`src/rtl/mux_4_1_rr_arbiter.sv`:
```
// Round-robin arbiter driving the select of a shared 4:1 mux.
// The owner keeps the grant while it requests, up to MAX_HOLD consecutive
// cycles; then arbitration restarts one past the owner so it becomes the
// lowest-priority candidate.
module mux_4_1_rr_arbiter #(
  parameter int unsigned MAX_HOLD = 8
) (
  input  logic       clk,
  input  logic       rst_n,
  input  logic       en,
  input  logic [3:0] req,
  output logic [3:0] gnt,
  output logic [1:0] sel,
  output logic       gnt_valid
);

  localparam int unsigned CW = $clog2(MAX_HOLD + 1);

  typedef enum logic {
    StIdle  = 1'b0,
    StGrant = 1'b1
  } state_e;

  state_e        r_state;
  logic [1:0]    r_ptr;
  logic [CW-1:0] r_cnt;

  logic       w_found;
  logic [1:0] w_idx;
  logic       w_hold_out;
  logic       w_do_grant;
  logic       w_do_drop;
  logic       w_do_count;

  // First asserted request at or after r_ptr; descending loop so the smallest offset wins.
  // r_ptr always sits one past the current owner, so release and timeout share this search.
  always_comb begin
    w_found = 1'b0;
    w_idx   = r_ptr;
    for (int i = 3; i >= 0; i--) begin
      if (req[r_ptr + 2'(i)]) begin
        w_found = 1'b1;
        w_idx   = r_ptr + 2'(i);
      end
    end
  end

  assign w_hold_out = (r_cnt == CW'(MAX_HOLD));

  // Decide this edge's action: new grant, release to idle, or keep counting.
  always_comb begin
    w_do_grant = 1'b0;
    w_do_drop  = 1'b0;
    w_do_count = 1'b0;
    case (r_state)
      StIdle: begin
        w_do_grant = en && w_found;
      end
      StGrant: begin
        if (!en) begin
          w_do_drop = 1'b1;
        end else if (!req[sel]) begin
          // Release wins over a coincident timeout.
          w_do_grant = w_found;
          w_do_drop  = !w_found;
        end else if (w_hold_out) begin
          // Owner is still requesting, so the search always finds someone (maybe the owner).
          w_do_grant = 1'b1;
        end else begin
          w_do_count = 1'b1;
        end
      end
      default: ;
    endcase
  end

  // State, pointer, hold counter and registered outputs.
  always_ff @(posedge clk) begin
    if (!rst_n) begin
      r_state   <= StIdle;
      r_ptr     <= 2'd0;
      r_cnt     <= '0;
      gnt       <= 4'b0000;
      sel       <= 2'd0;
      gnt_valid <= 1'b0;
    end else if (w_do_grant) begin
      r_state   <= StGrant;
      r_ptr     <= w_idx + 2'd1;
      r_cnt     <= CW'(1);
      gnt       <= 4'b0001 << w_idx;
      sel       <= w_idx;
      gnt_valid <= 1'b1;
    end else if (w_do_drop) begin
      // sel deliberately keeps its last value.
      r_state   <= StIdle;
      gnt       <= 4'b0000;
      gnt_valid <= 1'b0;
    end else if (w_do_count) begin
      r_cnt <= r_cnt + CW'(1);
    end
  end

endmodule
```
`config.mk`:
```
export PLATFORM = sky130hd
export DESIGN_NAME = mux_4_1_rr_arbiter
export DESIGN_NICKNAME = d
export VERILOG_FILES = /design/src/rtl/mux_4_1_rr_arbiter.sv
export SDC_FILE = /design/constraint.sdc
export NUM_CORES = 1
export LEC_CHECK = 0
export BUFFER_PORTS_ARGS = -buffer_cell sky130_fd_sc_hd__buf_2
export CORE_MARGIN = 8
export CORE_UTILIZATION = 54
export DETAILED_ROUTE_END_ITERATION = 16
export GPL_TIMING_DRIVEN = 0
export PLACE_DENSITY_LB_ADDON = 0.08
export SYNTH_ARGS = -nofsm -noshare
export SYNTH_HDL_FRONTEND = slang
export SYNTH_SLANG_ARGS = --single-unit
```
`constraint.sdc`:
```
create_clock -name clk -period 2.9 [get_ports clk]
set_clock_uncertainty 0.05 [all_clocks]
set_input_delay 0.87 -clock clk [delete_from_list [all_inputs] [get_ports clk]]
set_output_delay 0.87 -clock clk [all_outputs]
set_load 0.005 [all_outputs]
```
==> results.txt, run 1 <==
Fin. Hold Viols - 0
syn_nets - 104
Slew Limit Fails - 0
Worst setup SP type - input pin
RSZ-0062 raised after global routing - no
maxcap violations - 0
die area - 3140 sq um
largest delay contributor family on the critical path - compound AO/OA/AOI/OAI gates
Hold Crit Class - flip-flop to flip-flop
setup TNS - 0 ps
largest cells by area after synthesis - dfxtp_1, ha_1, mux2i_1
Max clock buf depth - 2
vias post-DR - 715
CP max FO - 9
outcome - complete, no violations
Cell Rows - 14
asr flop ratio synth - 0
Global Route Usage Sum - 0.116
most frequent cells in the layout - dfxtp_1, buf_2, nand2_1, inv_1, mux2i_1
clock tree from TritonCTS - done
internal power - 0.000294 W
dpl hpwl - 1.35 mm
area added between synthesis and finish - 11.7%
drc violations - 0
Seq pwr share - 0.488
initial antenna violation count - 0
Core Region - 1510 sq um
PD cells - 441 nW/um^2
Fmax - 458 MHz
sequential cell area fraction in the yosys report - 0.301
number of hold buffers added after cts - 0
Worst VDD drop - 293 uV
sw frac - 0.309
chip width - 56.0 microns
Lkg Pwr - 0.397 nW
vias in the first global route - 709
layout cells sized above 1 - 0.208
setup bufs post-CTS - 0
final setup fails - 0
largest net degree at the start of global routing - 10
final layout net count - 120
Post-CTS Resized - 0
Worst path max stage delay - 360 ps
Root Buffer - clkbuf_4
Synthesis Warnings - 0
CP Cell Sequence - clkbuf_2 -> nor2_1 -> a221o_1 -> o22ai_1 -> inv_1 -> ha_1 -> nand2_1 -> mux2i_1
grt total ovfl - 0
Detail Route Antenna Nets - 0
Crit path arrival time - 2280 ps
Synth top area share - 0.301
Critical Path Sink Type - flip-flop
CTS Buf Count - 3
Vias per Instance - 5.86
crit path time final - 2190 ps
router iterations before antenna repair - 4
# port buffers - 11
final worst slack - 715 ps
Setup WS pre-CTS - 429 ps
most common cell after layout, fill and taps aside - dfxtp_1
Crit-path slowest cell - a221o_1
Ports - 14
Final period util - 0.754
first-pass GRT wire length - 3.12 mm
Antenna diodes - 0
Placed Instances - 118
ys flop type - dfxtp_1
CP Class - input pin to flip-flop
synthesized cell area - 865 sq um
cell taking the most area after synthesis - dfxtp_1
Netlist cell types - 38
Placer Congestion - 0.854
initial core utilization - 0.574
Mean Syn Cell Area - 9.50 sq um
Comb power frac - 0.252
Die Span Y - 56.0 microns
Clock Sinks - 13
Non-Filler Instances - 122
synthesized instance count - 91
DR iter-0 viols - 6
CTS H-tree depth - 1
Clock Power Share - 0.260
Clock Latency Late Sink - 270 ps
CP required - 2990 ps
Net Switching - 0.000132 W
final WL - 1.75 mm
critical path buffer and inverter count - 2
slew margin rel. - 0.678
DR WL/cell - 14.3 microns
Seq cells post-synth - 13
number of flops mapped to enable cells by yosys - 0
Worst-path clk slew - 70 ps
Worst Tran Pin Value - 482 ps
==> area by class of cell <==
cell class	count	area, sq um
buffer	2	10.0
clock buffer	4	26.3
fill	130	541
inverter	7	26.3
multi-input combinational	69	568
sequential	13	260
tap	16	20.0
timing repair buffer	11	55.1
==> through the flow <==
stage	utilization	power (W)	cell area (sq um)	hold WS [ps]
after floorplan	-	0.000287	865	411
after global placement	0.624	0.000318	940	404
after detailed placement	0.624	0.000320	940	407
after CTS	0.641	0.000433	966	430
after global routing	0.641	0.000455	966	455
final	0.641	0.000426	966	426
==> final timing paths <==
check | startpoint | to | slack (ps) | cells past startpoint
setup / recovery | req[0] | r_ptr[1]$_SDFFE_PN0P_ | 710 | 8
hold / removal | gnt[3]$_SDFFE_PN0P_ | gnt[3]$_SDFFE_PN0P_ | 430 | 1
setup reg to reg | sel[0]$_SDFFE_PN0P_ | r_ptr[1]$_SDFFE_PN0P_ | 1060 | 4
hold reg to reg | gnt[3]$_SDFFE_PN0P_ | gnt[3]$_SDFFE_PN0P_ | 430 | 1
==> kinds of logic (layout without fill, tap and decap cells) <==
| logic type | after synthesis | count (layout) | share of synthesized area |
|---|---|---|---|
| buffers and inverters | 9 | 24 | 0.0420 |
| DFF | 13 | 13 | 0.301 |
| and+or+nand+nor | 28 | 28 | 0.195 |
| AOI/OAI and AO/OA | 27 | 27 | 0.263 |
| muxes | 8 | 8 | 0.111 |
| adders and majority gates | 6 | 6 | 0.0868 |
==> synthesized netlist by cell type (2+ instances only) <==
cell type,n
inv_1,7
nand2_1,8
nor2b_1,2
o21ai_0,4
a22o_1,4
mux2i_1,7
nand2b_1,2
ha_1,6
a21oi_1,3
o21a_1,2
or3_1,4
a211oi_1,3
nor2_1,2
dfxtp_1,13
==> per-layer routing <==
layer	up-vias	track usage	wire, microns
met5	-	0	0
met4	0	0.0206	8
met3	2	0.0365	42
met2	6	0.200	872
met1	335	0.136	825
li1	372	-	-
==> registers in the layout (all words and copies together) (netlist names) <==
register and flops:
gnt 4, r_ptr 2, r_state 1, r_cnt 4
sel 2
==> power by group through the flow <==
stage / registers [W] / clock network, W / logic [W]
2_1_floorplan: 0.000209 / 0 / 0.0000776
3_3_place_gp: 0.000211 / 0 / 0.000107
3_5_place_dp: 0.000212 / 0 / 0.000108
4_1_cts: 0.000208 / 0.000117 / 0.000108
5_1_grt: 0.000211 / 0.000123 / 0.000121
6_report: 0.000208 / 0.000111 / 0.000107
Power figures use the tool's default switching activity.
==> inputs of run 2 (changes only) <==
- ABC_AREA: not set -> 1
- CORE_UTILIZATION: 54 -> 49
- clock period: 2.9 -> 1.8 ns (I/O delays scaled with it)
==> results.txt, run 2 <==
chip width - 59.8 microns (was 56.0 microns)
CP required - 1910 ps (was 2990 ps)
first-pass GRT wire length - 3.39 mm (was 3.12 mm)
crit path time final - 1800 ps
clock tree from TritonCTS - done (unchanged)
maxcap violations - 0 (unchanged)
Comb power frac - 0.689 (was 0.252)
initial antenna violation count - 0 (unchanged)
Worst Tran Pin Value - 258 ps (was 482 ps)
ys flop type - dfxtp_1 (unchanged)
Slew Limit Fails - 0 (unchanged)
sw frac - 0.487 (was 0.309)
Antenna diodes - 0 (unchanged)
final setup fails - 1 (was 0)
outcome - complete, but fails checks (was complete, no violations)
synthesized instance count - 134 (was 91)
Worst VDD drop - 1030 uV (was 293 uV)
Clock Latency Late Sink - 280 ps (was 270 ps)
synth cell count leaders - nand2_1, nand3_1, inv_1 (was dfxtp_1, nand2_1, inv_1, mux2i_1, ha_1)
# port buffers - 13 (was 11)
dpl hpwl - 1.55 mm (was 1.35 mm)
Vias per Instance - 5.03 (was 5.86)
largest net degree at the start of global routing - 11 (was 10)
drc violations - 0 (unchanged)
Mean Syn Cell Area - 7.01 sq um (was 9.50 sq um)
Fin. Hold Viols - 0 (unchanged)
Worst R2R Start - r_ptr[1]$_SDFFE_PN0P_ (was sel[0]$_SDFFE_PN0P_)
Worst R2R End - gnt[1]$_SDFFE_PN0P_ (was r_ptr[1]$_SDFFE_PN0P_)
Max clock buf depth - 2 (unchanged)
cell taking the most area after synthesis - dfxtp_1 (unchanged)
Synthesis Warnings - 0 (unchanged)
Seq pwr share - 0.221 (was 0.488)
Clock Sinks - 13 (unchanged)
final layout net count - 171 (was 120)
largest registers - gnt: 4 flops, r_cnt: 4 flops (unchanged)
Worst setup SP type - flip-flop (was input pin)
vias in the first global route - 864 (was 709)
Ports - 14 (unchanged)
slew margin rel. - 0.828 (was 0.678)
DR iter-0 viols - 18 (was 6)
Placer Congestion - 0.775 (was 0.854)
die area - 3570 sq um (was 3140 sq um)
DR WL/cell - 12.3 microns (was 14.3 microns)
r2r setup slk - -4 ps (was 1060 ps)
Synth top area share - 0.277 (was 0.301)
syn_nets - 147 (was 104)
asr flop ratio synth - 0 (unchanged)
Reg2Reg Depth - 13 (was 4)
Lkg Pwr - 0.592 nW (was 0.397 nW)
Netlist cell types - 24 (was 38)
internal power - 0.00104 W (was 0.000294 W)
grt total ovfl - 0 (unchanged)
CP max FO - 6 (was 9)
layout cells sized above 1 - 0.452 (was 0.208)
Clock Power Share - 0.091 (was 0.260)
CTS Buf Count - 3 (unchanged)
Core Region - 1880 sq um (was 1510 sq um)
most common cell after layout, fill and taps aside - nand2_1 (was dfxtp_1)
hold slack final - 430 ps (was 426 ps)
router iterations before antenna repair - 4 (unchanged)
Critical Path Sink Type - flip-flop (unchanged)
largest cells by area after synthesis - dfxtp_1, nand2_1, nand3_1 (was dfxtp_1, ha_1, mux2i_1)
sequential cell area fraction in the yosys report - 0.277 (was 0.301)
CP Class - flip-flop to flip-flop (was input pin to flip-flop)
post-layout power - 0.00203 W (was 0.000426 W)
hold depth - 2 (was 1)
Worst-path clk slew - 80 ps (was 70 ps)
Hold Crit Class - flip-flop to flip-flop (unchanged)
vias post-DR - 925 (was 715)
CTS H-tree depth - 1 (unchanged)
Crit path arrival time - 1920 ps (was 2280 ps)
Detail Route Antenna Nets - 0 (unchanged)
final worst slack - -3.71 ps (was 715 ps)
Seq cells post-synth - 13 (unchanged)
final WL - 2.27 mm (was 1.75 mm)
RSZ-0062 raised after global routing - yes (was no)
failing checks - negative setup slack
Cell Rows - 16 (was 14)
Die Span Y - 59.8 microns (was 56.0 microns)
PD cells - 1600 nW/um^2 (was 441 nW/um^2)
Final period util - 1.00
Hold EP - gnt[1]$_SDFFE_PN0P_ (was gnt[3]$_SDFFE_PN0P_)
hold path start - gnt[1]$_SDFFE_PN0P_ (was gnt[3]$_SDFFE_PN0P_)
Fmax - 554 MHz
initial core utilization - 0.499 (was 0.574)
number of flops mapped to enable cells by yosys - 0 (unchanged)
Root Buffer - clkbuf_4 (unchanged)
top-count cell post-synth - nand2_1 (was dfxtp_1)
most frequent cells in the layout - nand2_1, nand2_2, inv_1, buf_2, nand3_1 (was dfxtp_1, buf_2, nand2_1, inv_1, mux2i_1)
Global Route Usage Sum - 0.120 (was 0.116)
Net Switching - 0.000990 W (was 0.000132 W)
area added between synthesis and finish - 35.3% (was 11.7%)
synthesized cell area - 940 sq um (was 865 sq um)
run 2: cell count changes after synthesis, moves of 4 or more:
cell       change
a22o_1         -4
inv_1         +11
mux2i_1        -7
nand2_1       +31
nand2_2        +5
nand3_1       +18
nor2_1         +4
o2111ai_1      +4
or3_1          -4
run 2: worst max path at each step:
stage                          end  cells past startpoint                   from  slack (ps)
3_5_place_dp   gnt[1]$_SDFFE_PN0P_                     13                 req[0]        -350
4_1_cts        gnt[1]$_SDFFE_PN0P_                     12  r_ptr[1]$_SDFFE_PN0P_          10
5_1_grt        gnt[1]$_SDFFE_PN0P_                     13  r_ptr[1]$_SDFFE_PN0P_         -70
2_1_floorplan  gnt[0]$_SDFFE_PN0P_                     12                 req[3]          20
3_3_place_gp   gnt[1]$_SDFFE_PN0P_                     13                 req[3]        -300
6_report       gnt[1]$_SDFFE_PN0P_                     13  r_ptr[1]$_SDFFE_PN0P_          -4
run 2: routing by layer:
layer  track usage  vias up  wire length [microns]
met5             0        -                      0
met4        0.0510        0                     29
met3        0.0344        4                     94
met2         0.209       15                   1200
met1         0.132      426                    940
li1              -      480                      -
run 2: cell families after synthesis:
family / count (synthesis) / share of synthesized area
xor gates and xnor gates: 2 / 0.0186
AOI/OAI and AO/OA: 15 / 0.120
adders and majority gates: 6 / 0.0799
DFF: 13 / 0.277
and+or+nand+nor: 76 / 0.389
buffers and inverters: 22 / 0.116
run 2: critical path, stage by stage (launching register included):
cell	delay, ps
dfxtp_4	380
inv_2	100
nand2_1	70
nand2_2	80
nand2_1	60
nand2_2	80
inv_2	50
nand3_2	60
nand2_2	60
a21boi_4	240
inv_2	110
ha_4	180
o2111ai_2	70
a21oi_1	90
run 2: final cells by class:
class	instances	area, sq um
Buffer	1	15.0
Clock buffer	4	26.3
Fill cell	181	611
Inverter	20	85.1
Multi-Input combinational cell	99	724
Sequential cell	13	269
Tap cell	27	33.8
Timing Repair Buffer	20	118
run 2: power by group through the flow:
stage | Clock, W | Combinational, W | Sequential, W
floorplan | 0 | 0.000738 | 0.000412
global placement | 0 | 0.000909 | 0.000410
detailed placement | 0 | 0.000934 | 0.000414
CTS | 0.000185 | 0.00101 | 0.000430
global route | 0.000198 | 0.00154 | 0.000465
finish | 0.000184 | 0.00140 | 0.000449
run 2: metrics by stage:
step | instances | setup slack (ps) | cell area, sq um | util | TNS, ps
2_1_floorplan | 134 | 15.9 | 940 | - | 0
3_3_place_gp | 174 | -305 | 1040 | 0.552 | -1320
3_5_place_dp | 174 | -349 | 1040 | 0.552 | -1560
4_1_cts | 180 | 13.8 | 1090 | 0.581 | 0
5_1_grt | 184 | -72.7 | 1270 | 0.676 | -269
6_report | 184 | -3.71 | 1270 | 0.676 | -3.71
run 2: what timing repair did:
item | in CTS | in global routing
setup endpoints to repair | 5 | 7
pin swaps | 8 | 23
hold buffers | 0 | 0
gates resized for setup | 8 | 35
buffers inserted | 3 | 4
gates cloned | 0 | 0
endpoints found under the hold margin | 0 | 0
==> inputs of run 3 (changes only) <==
- ABC_AREA: 1 -> not set
==> results.txt, run 3 (synthesis gave the netlist of run 1 again) <==
Global Route Usage Sum - 0.127 (was 0.120)
hold slack final - 427 ps (was 430 ps)
final setup fails - 0 (was 1)
Placed Instances - 119 (was 174)
Fmax - 575 MHz (was 554 MHz)
Root Buffer - clkbuf_4 (unchanged)
number of hold buffers added after cts - 0 (unchanged)
Worst Tran Pin Value - 392 ps (was 258 ps)
Max clock buf depth - 2 (unchanged)
Non-Filler Instances - 126 (was 184)
initial antenna violation count - 0 (unchanged)
Slew Limit Fails - 0 (unchanged)
vias post-DR - 752 (was 925)
final layout net count - 123 (was 171)
Clock Latency Late Sink - 280 ps (about the same)
CTS H-tree depth - 1 (unchanged)
Crit-path slowest cell - a221o_1 (was dfxtp_4)
largest registers - gnt: 4 flops, r_cnt: 4 flops (unchanged)
final WL - 1.91 mm (was 2.27 mm)
Setup WS pre-CTS - -238 ps (was -349 ps)
Antenna diodes - 0 (unchanged)
# port buffers - 11 (was 13)
FF+latch area - 263 sq um (was 269 sq um)
Worst-path clk slew - 80 ps (about the same)
grt total ovfl - 0 (unchanged)
CP max FO - 8 (was 6)
Detail Route Antenna Nets - 0 (unchanged)
Core Region - 1690 sq um (was 1880 sq um)
crit path time final - 1740 ps (was 1800 ps)
fillers - 131 (was 181)
vias in the first global route - 756 (was 864)
outcome - complete, no violations (was complete, but fails checks)
Lkg Pwr - 0.419 nW (was 0.592 nW)
CP required - 1950 ps (was 1910 ps)
most frequent cells in the layout - buf_2, dfxtp_1, nand2_1, inv_1, mux2i_1 (was nand2_1, nand2_2, inv_1, buf_2, nand3_1)
Worst VDD drop - 398 uV (was 1030 uV)
Worst setup SP type - input pin (was flip-flop)
initial core utilization - 0.512 (was 0.499)
r2r setup slk - 90 ps (was -4 ps)
Hold Crit Class - flip-flop to flip-flop (unchanged)
area added between synthesis and finish - 22.6% (was 35.3%)
PD cells - 695 nW/um^2 (was 1600 nW/um^2)
most common cell after layout, fill and taps aside - buf_2 (was nand2_1)
setup TNS - 0 ps (was -3.71 ps)
Vias per Instance - 5.97 (was 5.03)
clock tree from TritonCTS - done (unchanged)
first-pass GRT wire length - 3.32 mm (was 3.39 mm)
slew margin rel. - 0.739 (was 0.828)
Cell Rows - 15 (was 16)
CP Class - input pin to flip-flop (was flip-flop to flip-flop)
largest delay contributor family on the critical path - compound AO/OA/AOI/OAI gates (was simple AND/OR/NAND/NOR gates)
area occupied by multi-input gates - 616 sq um (was 724 sq um)
Fin. Hold Viols - 0 (unchanged)
die area - 3360 sq um (was 3570 sq um)
router iterations before antenna repair - 6 (was 4)
Ports - 14 (unchanged)
critical path buffer and inverter count - 2 (was 3)
layout cells sized above 1 - 0.339 (was 0.452)
maxcap violations - 0 (unchanged)
Final period util - 0.966 (was 1.00)
Worst path max stage delay - 360 ps (was 380 ps)
Clock Sinks - 13 (unchanged)
post-layout power - 0.000737 W (was 0.00203 W)
DR iter-0 viols - 21 (was 18)
Placer Congestion - 0.856 (was 0.775)
drc violations - 0 (unchanged)
dpl hpwl - 1.37 mm (was 1.55 mm)
CP Cell Sequence - buf_2 -> nor2_1 -> a221o_1 -> o22ai_4 -> inv_2 -> ha_4 -> nand2_1 -> mux2i_1 (was inv_2 -> nand2_1 -> nand2_2 -> nand2_1 -> nand2_2 -> inv_2 -> nand3_2 -> nand2_2 -> a21boi_4 -> inv_2 -> ha_4 -> o2111ai_2 -> a21oi_1)
Critical Path Sink Type - flip-flop (unchanged)
Crit path arrival time - 1890 ps (was 1920 ps)
final worst slack - 61.8 ps (was -3.71 ps)
largest net degree at the start of global routing - 10 (was 11)
Die Span Y - 58.0 microns (was 59.8 microns)
chip width - 58.0 microns (was 59.8 microns)
CTS Buf Count - 3 (unchanged)
DR WL/cell - 15.1 microns (was 12.3 microns)
## run 3: cell types whose count changed in the layout (fill, tap and decap cells not counted), sizes merged, moves of 5 or more
cell,delta
mux2i,+7
buf,-6
inv,-13
nand3,-19
nor2,-6
nand2,-37
a211oi,+5
## run 3: stage by stage
| step | utilization | cell area [sq um] |
|---|---|---|
| detailed placement | 0.586 | 990 |
| global route | 0.627 | 1060 |
| finish | 0.627 | 1060 |
| CTS | 0.610 | 1030 |
| floorplan | - | 913 |
| global placement | 0.586 | 990 |
## run 3: routing by layer
layer	wire length (microns)	up-vias	GRT usage
met5	0	-	0
met4	10	0	0.0455
met3	80	2	0.0530
met2	887	15	0.193
met1	930	357	0.156
li1	-	378	-
## run 3: repair_timing
item,CTS,global route
buffers inserted,2,1
gates resized for setup,0,6
pin swaps,1,3
endpoints found under the hold margin,0,0
setup endpoints to repair,4,7
gates cloned,0,0
## run 3: path summary, 6_finish.rpt
check	startpoint	end	cells after the start
worst min-delay path	gnt[2]$_SDFFE_PN0P_	gnt[2]$_SDFFE_PN0P_	1
worst min register to register	gnt[2]$_SDFFE_PN0P_	gnt[2]$_SDFFE_PN0P_	1
worst max-delay path	req[1]	r_ptr[1]$_SDFFE_PN0P_	8
worst max register to register	r_cnt[0]$_SDFFE_PN0P_	r_ptr[1]$_SDFFE_PN0P_	7
## run 3: report_power, final
part | total, W | internal (W) | switching (W)
Combinational | 0.000218 | 0.000105 | 0.000113
Sequential | 0.000337 | 0.000311 | 0.0000260
Clock | 0.000182 | 0.0000861 | 0.0000955
Total | 0.000737 | 0.000502 | 0.000235
## run 3: final cells by class
cell class                      count  area share
Buffer                              2      0.0283
Clock buffer                        4      0.0248
Inverter                            7      0.0248
Multi-Input combinational cell     69       0.581
Sequential cell                    13       0.248
Tap cell                           17      0.0201
Timing Repair Buffer               14      0.0732
